$ cat src/rtl/gcm_seq_pkg.sv
// Shared widths, FSM state type and block-count helper for the GCM-AES sequencer.
package gcm_seq_pkg;

  localparam int unsigned BLOCK_W = 128;
  localparam int unsigned IV_W    = 96;
  localparam int unsigned SIZE_W  = 64;
  localparam int unsigned CNT_W   = 57;

  typedef enum logic [2:0] {
    S_IDLE     = 3'd0,
    S_INIT     = 3'd1,
    S_HWAIT    = 3'd2,
    S_AAD      = 3'd3,
    S_PT_FEED  = 3'd4,
    S_CT_WAIT  = 3'd5,
    S_TAG_WAIT = 3'd6
  } seq_state_t;

  // ceil(bits/128): whole blocks plus one for any partial tail
  function automatic logic [CNT_W-1:0] blocks_of(input logic [SIZE_W-1:0] bits);
    return bits[SIZE_W-1:7] + {{(CNT_W-1){1'b0}}, |bits[6:0]};
  endfunction

endpackage

$ cat src/rtl/gcm_seq_watchdog.sv
// Cycle watchdog for the core-response wait states; only built with GCM_SEQ_TIMEOUT_EN.
module gcm_seq_watchdog
  import gcm_seq_pkg::*;
#(
  parameter int unsigned TIMEOUT_CYCLES = 1024
) (
  input  logic clk,
  input  logic rst,
  input  logic i_en,
  input  logic i_restart,
  output logic o_expired
);

  localparam int unsigned W = $clog2(TIMEOUT_CYCLES + 1);

  logic [W-1:0] r_cnt;

  assign o_expired = i_en && !i_restart && (r_cnt == W'(TIMEOUT_CYCLES - 1));

  // count consecutive cycles spent waiting; restart on every leave/accept
  always_ff @(posedge clk or posedge rst) begin
    if (rst) begin
      r_cnt <= '0;
    end else if (!i_en || i_restart || o_expired) begin
      r_cnt <= '0;
    end else begin
      r_cnt <= r_cnt + 1'b1;
    end
  end

endmodule

$ cat src/rtl/gcm_aes_sequencer.sv
// Message sequencer in front of a gcm_aes core: init, H wait, AAD and PT streaming,
// ciphertext/tag return. Optional watchdog enabled by macro GCM_SEQ_TIMEOUT_EN.
module gcm_aes_sequencer
  import gcm_seq_pkg::*;
#(
  parameter int unsigned INIT_WAIT      = 44,
  parameter int unsigned INIT_HOLD      = 2,
  parameter int unsigned TIMEOUT_CYCLES = 1024
) (
  input  logic               clk,
  input  logic               rst,
  input  logic               i_start,
  input  logic [BLOCK_W-1:0] i_cipher_key,
  input  logic [IV_W-1:0]    i_iv,
  input  logic [SIZE_W-1:0]  i_aad_size,
  input  logic [SIZE_W-1:0]  i_plain_text_size,
  input  logic               i_aad_valid,
  output logic               o_aad_ready,
  input  logic [BLOCK_W-1:0] i_aad_block,
  input  logic               i_pt_valid,
  output logic               o_pt_ready,
  input  logic [BLOCK_W-1:0] i_pt_block,
  output logic               o_ct_valid,
  output logic [BLOCK_W-1:0] o_ct_block,
  output logic               o_tag_valid,
  output logic [BLOCK_W-1:0] o_tag,
  output logic               o_busy,
  output logic               o_error,
  output logic               o_core_new_instance,
  output logic               o_core_pt_instance,
  output logic [BLOCK_W-1:0] o_core_cipher_key,
  output logic [IV_W-1:0]    o_core_iv,
  output logic [BLOCK_W-1:0] o_core_aad,
  output logic [BLOCK_W-1:0] o_core_plain_text,
  output logic [SIZE_W-1:0]  o_core_aad_size,
  output logic [SIZE_W-1:0]  o_core_plain_text_size,
  input  logic [BLOCK_W-1:0] i_core_cipher_text,
  input  logic [BLOCK_W-1:0] i_core_tag,
  input  logic               i_core_cp_ready,
  input  logic               i_core_tag_ready
);

  seq_state_t         r_state;
  logic [31:0]        r_wait_cnt;
  logic [CNT_W-1:0]   r_aad_cnt;
  logic [CNT_W-1:0]   r_pt_cnt;
  logic [BLOCK_W-1:0] r_key;
  logic [IV_W-1:0]    r_iv;
  logic [SIZE_W-1:0]  r_aad_size;
  logic [SIZE_W-1:0]  r_pt_size;
  logic [BLOCK_W-1:0] r_core_aad;
  logic [BLOCK_W-1:0] r_core_pt;
  logic               r_ct_valid;
  logic [BLOCK_W-1:0] r_ct_block;
  logic               r_tag_valid;
  logic [BLOCK_W-1:0] r_tag;
  logic               r_error;

  logic w_aad_acc;
  logic w_pt_acc;
  logic w_ct_acc;
  logic w_tag_acc;
  logic w_timeout;

  assign w_aad_acc = (r_state == S_AAD)      && i_aad_valid;
  assign w_pt_acc  = (r_state == S_PT_FEED)  && i_pt_valid;
  assign w_ct_acc  = (r_state == S_CT_WAIT)  && i_core_cp_ready;
  assign w_tag_acc = (r_state == S_TAG_WAIT) && i_core_tag_ready;

`ifdef GCM_SEQ_TIMEOUT_EN
  gcm_seq_watchdog #(
    .TIMEOUT_CYCLES(TIMEOUT_CYCLES)
  ) u_watchdog (
    .clk       (clk),
    .rst       (rst),
    .i_en      ((r_state == S_CT_WAIT) || (r_state == S_TAG_WAIT)),
    .i_restart (w_ct_acc || w_tag_acc),
    .o_expired (w_timeout)
  );
`else
  assign w_timeout = 1'b0;
`endif

  assign o_aad_ready            = (r_state == S_AAD);
  assign o_pt_ready             = (r_state == S_PT_FEED);
  assign o_busy                 = (r_state != S_IDLE);
  assign o_core_new_instance    = (r_state == S_INIT);
  // Plaintext and its strobe go to the core in the accept cycle itself, so the
  // strobe is never seen once the FSM has moved on to CT_WAIT; the block is then held.
  assign o_core_pt_instance     = w_pt_acc;
  assign o_core_plain_text      = w_pt_acc ? i_pt_block : r_core_pt;
  assign o_core_cipher_key      = r_key;
  assign o_core_iv              = r_iv;
  assign o_core_aad             = r_core_aad;
  assign o_core_aad_size        = r_aad_size;
  assign o_core_plain_text_size = r_pt_size;
  assign o_ct_valid             = r_ct_valid;
  assign o_ct_block             = r_ct_block;
  assign o_tag_valid            = r_tag_valid;
  assign o_tag                  = r_tag;
  assign o_error                = r_error;

  // message FSM with block counters and registered core-facing data
  always_ff @(posedge clk or posedge rst) begin
    if (rst) begin
      r_state     <= S_IDLE;
      r_wait_cnt  <= '0;
      r_aad_cnt   <= '0;
      r_pt_cnt    <= '0;
      r_key       <= '0;
      r_iv        <= '0;
      r_aad_size  <= '0;
      r_pt_size   <= '0;
      r_core_aad  <= '0;
      r_core_pt   <= '0;
      r_ct_valid  <= 1'b0;
      r_ct_block  <= '0;
      r_tag_valid <= 1'b0;
      r_tag       <= '0;
      r_error     <= 1'b0;
    end else begin
      r_ct_valid  <= 1'b0;
      r_tag_valid <= 1'b0;
      r_error     <= 1'b0;
      if (w_timeout) begin
        r_state <= S_IDLE;
        r_error <= 1'b1;
      end else begin
        case (r_state)
          S_IDLE: begin
            if (i_start) begin
              r_key      <= i_cipher_key;
              r_iv       <= i_iv;
              r_aad_size <= i_aad_size;
              r_pt_size  <= i_plain_text_size;
              r_aad_cnt  <= blocks_of(i_aad_size);
              r_pt_cnt   <= blocks_of(i_plain_text_size);
              r_wait_cnt <= '0;
              r_state    <= S_INIT;
            end
          end
          S_INIT: begin
            if (r_wait_cnt == 32'(INIT_HOLD - 1)) begin
              r_wait_cnt <= '0;
              r_state    <= S_HWAIT;
            end else begin
              r_wait_cnt <= r_wait_cnt + 32'd1;
            end
          end
          S_HWAIT: begin
            if (r_wait_cnt == 32'(INIT_WAIT - 1)) begin
              r_wait_cnt <= '0;
              if (r_aad_cnt != '0)     r_state <= S_AAD;
              else if (r_pt_cnt != '0) r_state <= S_PT_FEED;
              else                     r_state <= S_TAG_WAIT;
            end else begin
              r_wait_cnt <= r_wait_cnt + 32'd1;
            end
          end
          S_AAD: begin
            if (w_aad_acc) begin
              r_core_aad <= i_aad_block;
              r_aad_cnt  <= r_aad_cnt - 1'b1;
              if (r_aad_cnt == CNT_W'(1)) begin
                r_state <= (r_pt_cnt != '0) ? S_PT_FEED : S_TAG_WAIT;
              end
            end
          end
          S_PT_FEED: begin
            if (w_pt_acc) begin
              r_core_pt <= i_pt_block;
              r_pt_cnt  <= r_pt_cnt - 1'b1;
              r_state   <= S_CT_WAIT;
            end
          end
          S_CT_WAIT: begin
            if (w_ct_acc) begin
              r_ct_block <= i_core_cipher_text;
              r_ct_valid <= 1'b1;
              r_state    <= (r_pt_cnt != '0) ? S_PT_FEED : S_TAG_WAIT;
            end
          end
          S_TAG_WAIT: begin
            if (w_tag_acc) begin
              r_tag       <= i_core_tag;
              r_tag_valid <= 1'b1;
              r_state     <= S_IDLE;
            end
          end
          default: r_state <= S_IDLE;
        endcase
      end
    end
  end

endmodule

$ cat config.mk
export PLATFORM = sky130hd
export DESIGN_NAME = gcm_aes_sequencer
export DESIGN_NICKNAME = d
export VERILOG_FILES = /design/src/rtl/gcm_seq_pkg.sv /design/src/rtl/gcm_seq_watchdog.sv /design/src/rtl/gcm_aes_sequencer.sv
export SDC_FILE = /design/constraint.sdc
export NUM_CORES = 2
export LEC_CHECK = 0
export CELL_PAD_IN_SITES_DETAIL_PLACEMENT = 0
export CELL_PAD_IN_SITES_GLOBAL_PLACEMENT = 1
export CORE_AREA = 2 2 673 675
export DETAILED_ROUTE_END_ITERATION = 6
export DIE_AREA = 0 0 675 677
export PLACE_DENSITY_LB_ADDON = 0.1
export SYNTH_ARGS = -nofsm -noshare
export SYNTH_HDL_FRONTEND = slang
export SYNTH_SLANG_ARGS = --single-unit
$ cat constraint.sdc
create_clock -name clk -period 90.6 [get_ports clk]
set_clock_uncertainty 0.05 [all_clocks]
set_input_delay 13.59 -clock clk [delete_from_list [all_inputs] [get_ports clk]]
set_output_delay 13.59 -clock clk [all_outputs]
set_load 0.005 [all_outputs]
==> Implementation_results.wiki <==
{| class="wikitable"
! Metric !! Value
|-
| Status || completed
|-
| Vias in the first global route || 43570
|-
| Global router's overall resource usage || 12.62%
|-
| Critical Path Start Type || input port
|-
| Data arrival time of the critical path || 17.16 ns
|-
| Largest net degree at the start of global routing || 148
|-
| TritonCTS Buffers || 162
|-
| Synth Register Bits || 1015
|-
| Hold Path Stages || 2
|-
| Peak per-stage delay on the critical path || 0.91 ns
|-
| Dominant combinational cell family by area after synthesis || simple AND/OR/NAND/NOR gates
|-
| Sinks on the clock net || 1015
|-
| IR Drop Worst-Case VDD || 0.01393 mV
|-
| Total of hold buffers inserted after clock tree synthesis || 0
|-
| Count of endpoints failing hold in the final timing report || 0
|-
| Clock insertion delay at the later pin of the skew report || 0.89 ns
|-
| Core region area || 450600 um^2
|-
| Max-Slew Margin vs Limit || 21.63%
|-
| Total leakage power || 0.03187 uW
|-
| Mean number of vias per cell || 3.270
|-
| PostCTS Resize Cnt || 0
|-
| CP max FO || 83
|-
| Post-synthesis cell count || 4974
|-
| Final-report max-slew violation count || 0
|-
| Iteration-0 DRC count of the detailed router || 1990
|-
| Area share of xor/xnor cells in the synthesized design || 2.427%
|-
| Cell row count || 247
|-
| Portion of the clock cycle consumed by the worst path in the final layout || 33.99%
|-
| First-pass iteration count of the detailed router || 5
|-
| Post-synthesis instance area || 44030 um^2
|-
| Setup fix buffers added after clock tree synthesis || 0
|-
| Power per standard cell area || 32.84 nW/um^2
|-
| Die extent in x || 675 um
|-
| Required @ worst endpoint || 76.96 ns
|-
| DRC violation count after routing || 0
|-
| Layout Cells excl Fill || 12812
|-
| Buf+Inv Stages, Crit Path || 5
|-
| Hpwl dp || 229300 um
|-
| TritonCTS clock tree || built
|-
| Routed length per placed instance || 23.28 um
|-
| Type of the worst setup path || input port to primary output
|-
| Fmax achieved || 32.47 MHz
|-
| Max-cap check violation count || 0
|-
| Die Outline Area || 457000 um^2
|-
| Final net count || 7575
|-
| Post-Syn Nets || 5854
|-
| Complex-gate fraction of the synthesized area || 5.220%
|-
| Number of levels the H-tree was split into || 4
|-
| Worst-path clk slew || 0.05 ns
|-
| Reg2Reg Setup Slack || 85.63 ns
|-
| Worst min-delay path category || register to register
|-
| Yosys cell types || 77
|-
| Remaining antenna violation count || 0
|-
| Warnings, synthesis || 0
|-
| Post-Route WL || 298200 um
|-
| Share of async-settable or async-resettable flops after synthesis || 100.0%
|-
| Instance count after placement with tap cells included || 12507
|-
| IO Port Bufs || 1741
|-
| Post-synthesis adder-cell area fraction || 0.2557%
|-
| Top flip-flop cell by instance count after synthesis || dfrtp_1
|-
| Global-route wire length before repair || 402200 um
|-
| RR Startpoint || r_state[0]$_DFFE_PP0P_
|-
| IO Pins || 1743
|-
| Category of the worst setup path capture point || primary output
|-
| Global placement routability congestion || 0.7950
|-
| CP max stage cell || buf_4
|-
| RSZ-0062 raised after global routing || false
|-
| Sequential fraction of the synthesis area || 57.68%
|-
| Height of the chip || 677 um
|-
| Maximum clock insertion buffer count || 4
|-
| Fraction of final layout cells sized beyond drive strength 1 || 6.838%
|-
| Synthesis-to-finish area growth || 67.61%
|-
| Total grt overflow || 0
|-
| Total setup violations reported at the end of the flow || 0
|-
| Min cycle time layout || 30.80 ns
|-
| Avg Synthesized Cell Area || 8.853 um^2
|-
| Core utilization of the finished layout || 16.38%
|-
| Fraction of synthesized area in multiplexers || 3.577%
|-
| Largest delay share family, worst path || buffers and inverters
|-
| Origin of the worst min-delay path || r_core_pt[45]$_DFFE_PP0P_
|-
| Fin Setup TNS || 0 ns
|-
| Starting utilization of the core area || 9.773%
|-
| Terminus of the critical flop-to-flop path || o_core_cipher_key[17]$_DFFE_PP0P_
|-
| Worst-margin pin slew || 1.176 ns
|-
| Basic-gate share of the synthesized area counting and, or, nand and nor cells || 28.33%
|-
| Clock tree root buffer cell || clkbuf_16
|-
| FF-to-FF path depth || 8
|-
| Antenna violations before repair || 143
|-
| Worst min-delay path endpoint || r_core_pt[45]$_DFFE_PP0P_
|-
| Worst path cell trace || clkdlybuf4s50_1 > buf_4 > nand2_4 > inv_4 > buf_4 > nand2_1 > nand2_1 > clkdlybuf4s50_1
|-
| Via Count || 41901
|-
| Number of flops mapped to enable cells by yosys || 0
|}
where the power goes:
| part | leakage (uW) | internal [uW] | switching [uW] |
|---|---|---|---|
| clock network | 0.00248 | 367 | 261 |
| logic | 0.0166 | 483 | 512 |
| registers | 0.0128 | 662 | 139 |
worst max path at each step:
stage	start	to	slack [ns]	cells past startpoint
global route	i_pt_valid	o_core_plain_text[90]	59.46	8
finish	i_pt_valid	o_core_plain_text[42]	59.80	8
detailed placement	i_pt_valid	o_core_plain_text[42]	59.61	8
global placement	i_pt_valid	o_core_plain_text[42]	59.64	8
floorplan	rst	o_core_aad[0]$_DFFE_PP0P_	48.40	1
CTS	i_pt_valid	o_core_plain_text[42]	59.61	8
through the flow:
step,setup slack (ns),cell area (um^2),power [uW],hold slack (ns)
after floorplan,48.40,44030,1115,0.3894
after global routing,59.46,73770,2601,0.4307
after detailed placement,59.61,68670,1839,0.4070
after CTS,59.61,73750,2505,0.4208
final,59.80,73810,2423,0.4145
after global placement,59.64,68670,1847,0.4030
cells in the final DEF (no fill, tap or decap), drive strengths merged, types with 7 or more instances in the layout:
cell type and count:
clkinv 24, o221ai 7, nor4 61, a21o 8
o311ai 8, xor2 69, nor2b 10, dfrtp 1015
a31oi 17, o21ai 115, nand4 54, or3 26
clkdlybuf4s50 1741, xnor2 53, clkbuf 251, mux2i 10
o31ai 8, and2 13, a22oi 9, buf 73
a21oi 85, inv 35, and3 28, and4 20
o211ai 24, mux2 131, or4 25, or2 7
nand2 2436, ha 9, a211oi 10, nor3 80
nand3 99, o22ai 14, nor2 144, diode 21
area by class of cell:
| class | instances | area (um^2) |
|---|---|---|
| fill | 50642 | 376800 |
| sequential | 1015 | 25400 |
| timing repair buffer | 1814 | 18040 |
| multi-input combinational | 3670 | 17630 |
| tap | 5976 | 7477 |
| clock buffer | 251 | 4728 |
| clock inverter | 33 | 351.6 |
| inverter | 32 | 132.6 |
| antenna | 21 | 52.55 |
per-layer routing:
metal | up-vias | routed length (um) | global-route usage [%]
met5 | - | 594 | 0
met4 | 92 | 6866 | 2.543
met3 | 442 | 24130 | 4.496
met2 | 1273 | 151500 | 22.91
met1 | 20386 | 115200 | 14.07
li1 | 19708 | - | -
tightest hold or removal path: cells and delay by family, from the launching register on:
kind          cells  cell delay, ns
flops             1            0.32
simple gates      2            0.12
cell usage after synthesis, drive strengths merged (7+ instances only):
cell type | count | area (um^2)
nand2 | 2436 | 9144
dfrtp | 1015 | 25400
clkbuf | 239 | 898.4
nor2 | 144 | 540.5
mux2 | 131 | 1475
o21ai | 115 | 575.6
nand3 | 99 | 495.5
a21oi | 85 | 425.4
nor3 | 80 | 410.4
xor2 | 69 | 604.3
nor4 | 61 | 421.7
nand4 | 54 | 337.8
xnor2 | 53 | 464.2
inv | 31 | 116.4
and3 | 28 | 175.2
or3 | 26 | 162.7
or4 | 25 | 191.4
o211ai | 24 | 185.2
and4 | 20 | 175.2
buf | 18 | 83.83
a31oi | 17 | 106.4
o22ai | 14 | 87.58
and2 | 13 | 81.33
a211oi | 10 | 75.07
mux2i | 10 | 100.1
nor2b | 10 | 62.56
a22oi | 9 | 67.56
ha | 9 | 112.6
a21o | 8 | 60.06
o311ai | 8 | 70.07
o31ai | 8 | 65.06
o221ai | 7 | 61.31
or2 | 7 | 43.80
kinds of logic (layout without fill, tap and decap cells):
kind of cell / after synthesis / in the layout
other cells: 1 / 22
xor+xnor: 122 / 122
buf+inv: 289 / 2130
fa+ha+maj: 9 / 9
compound gates: 365 / 365
simple gates: 3032 / 3032
mux: 141 / 141
flops: 1015 / 1015
sequential cells by signal, summed over array words and instances (netlist names):
name / flops
o_core_aad_size: 64
r_state: 3
r_wait_cnt: 32
o_core_plain_text_size: 64
r_core_pt: 128
o_core_aad: 128
o_tag: 128
o_tag_valid: 1
r_pt_cnt: 57
o_core_cipher_key: 128
o_core_iv: 96
o_ct_block: 128
r_aad_cnt: 57
o_ct_valid: 1
No activity file was read; power rests on OpenSTA's default activity.
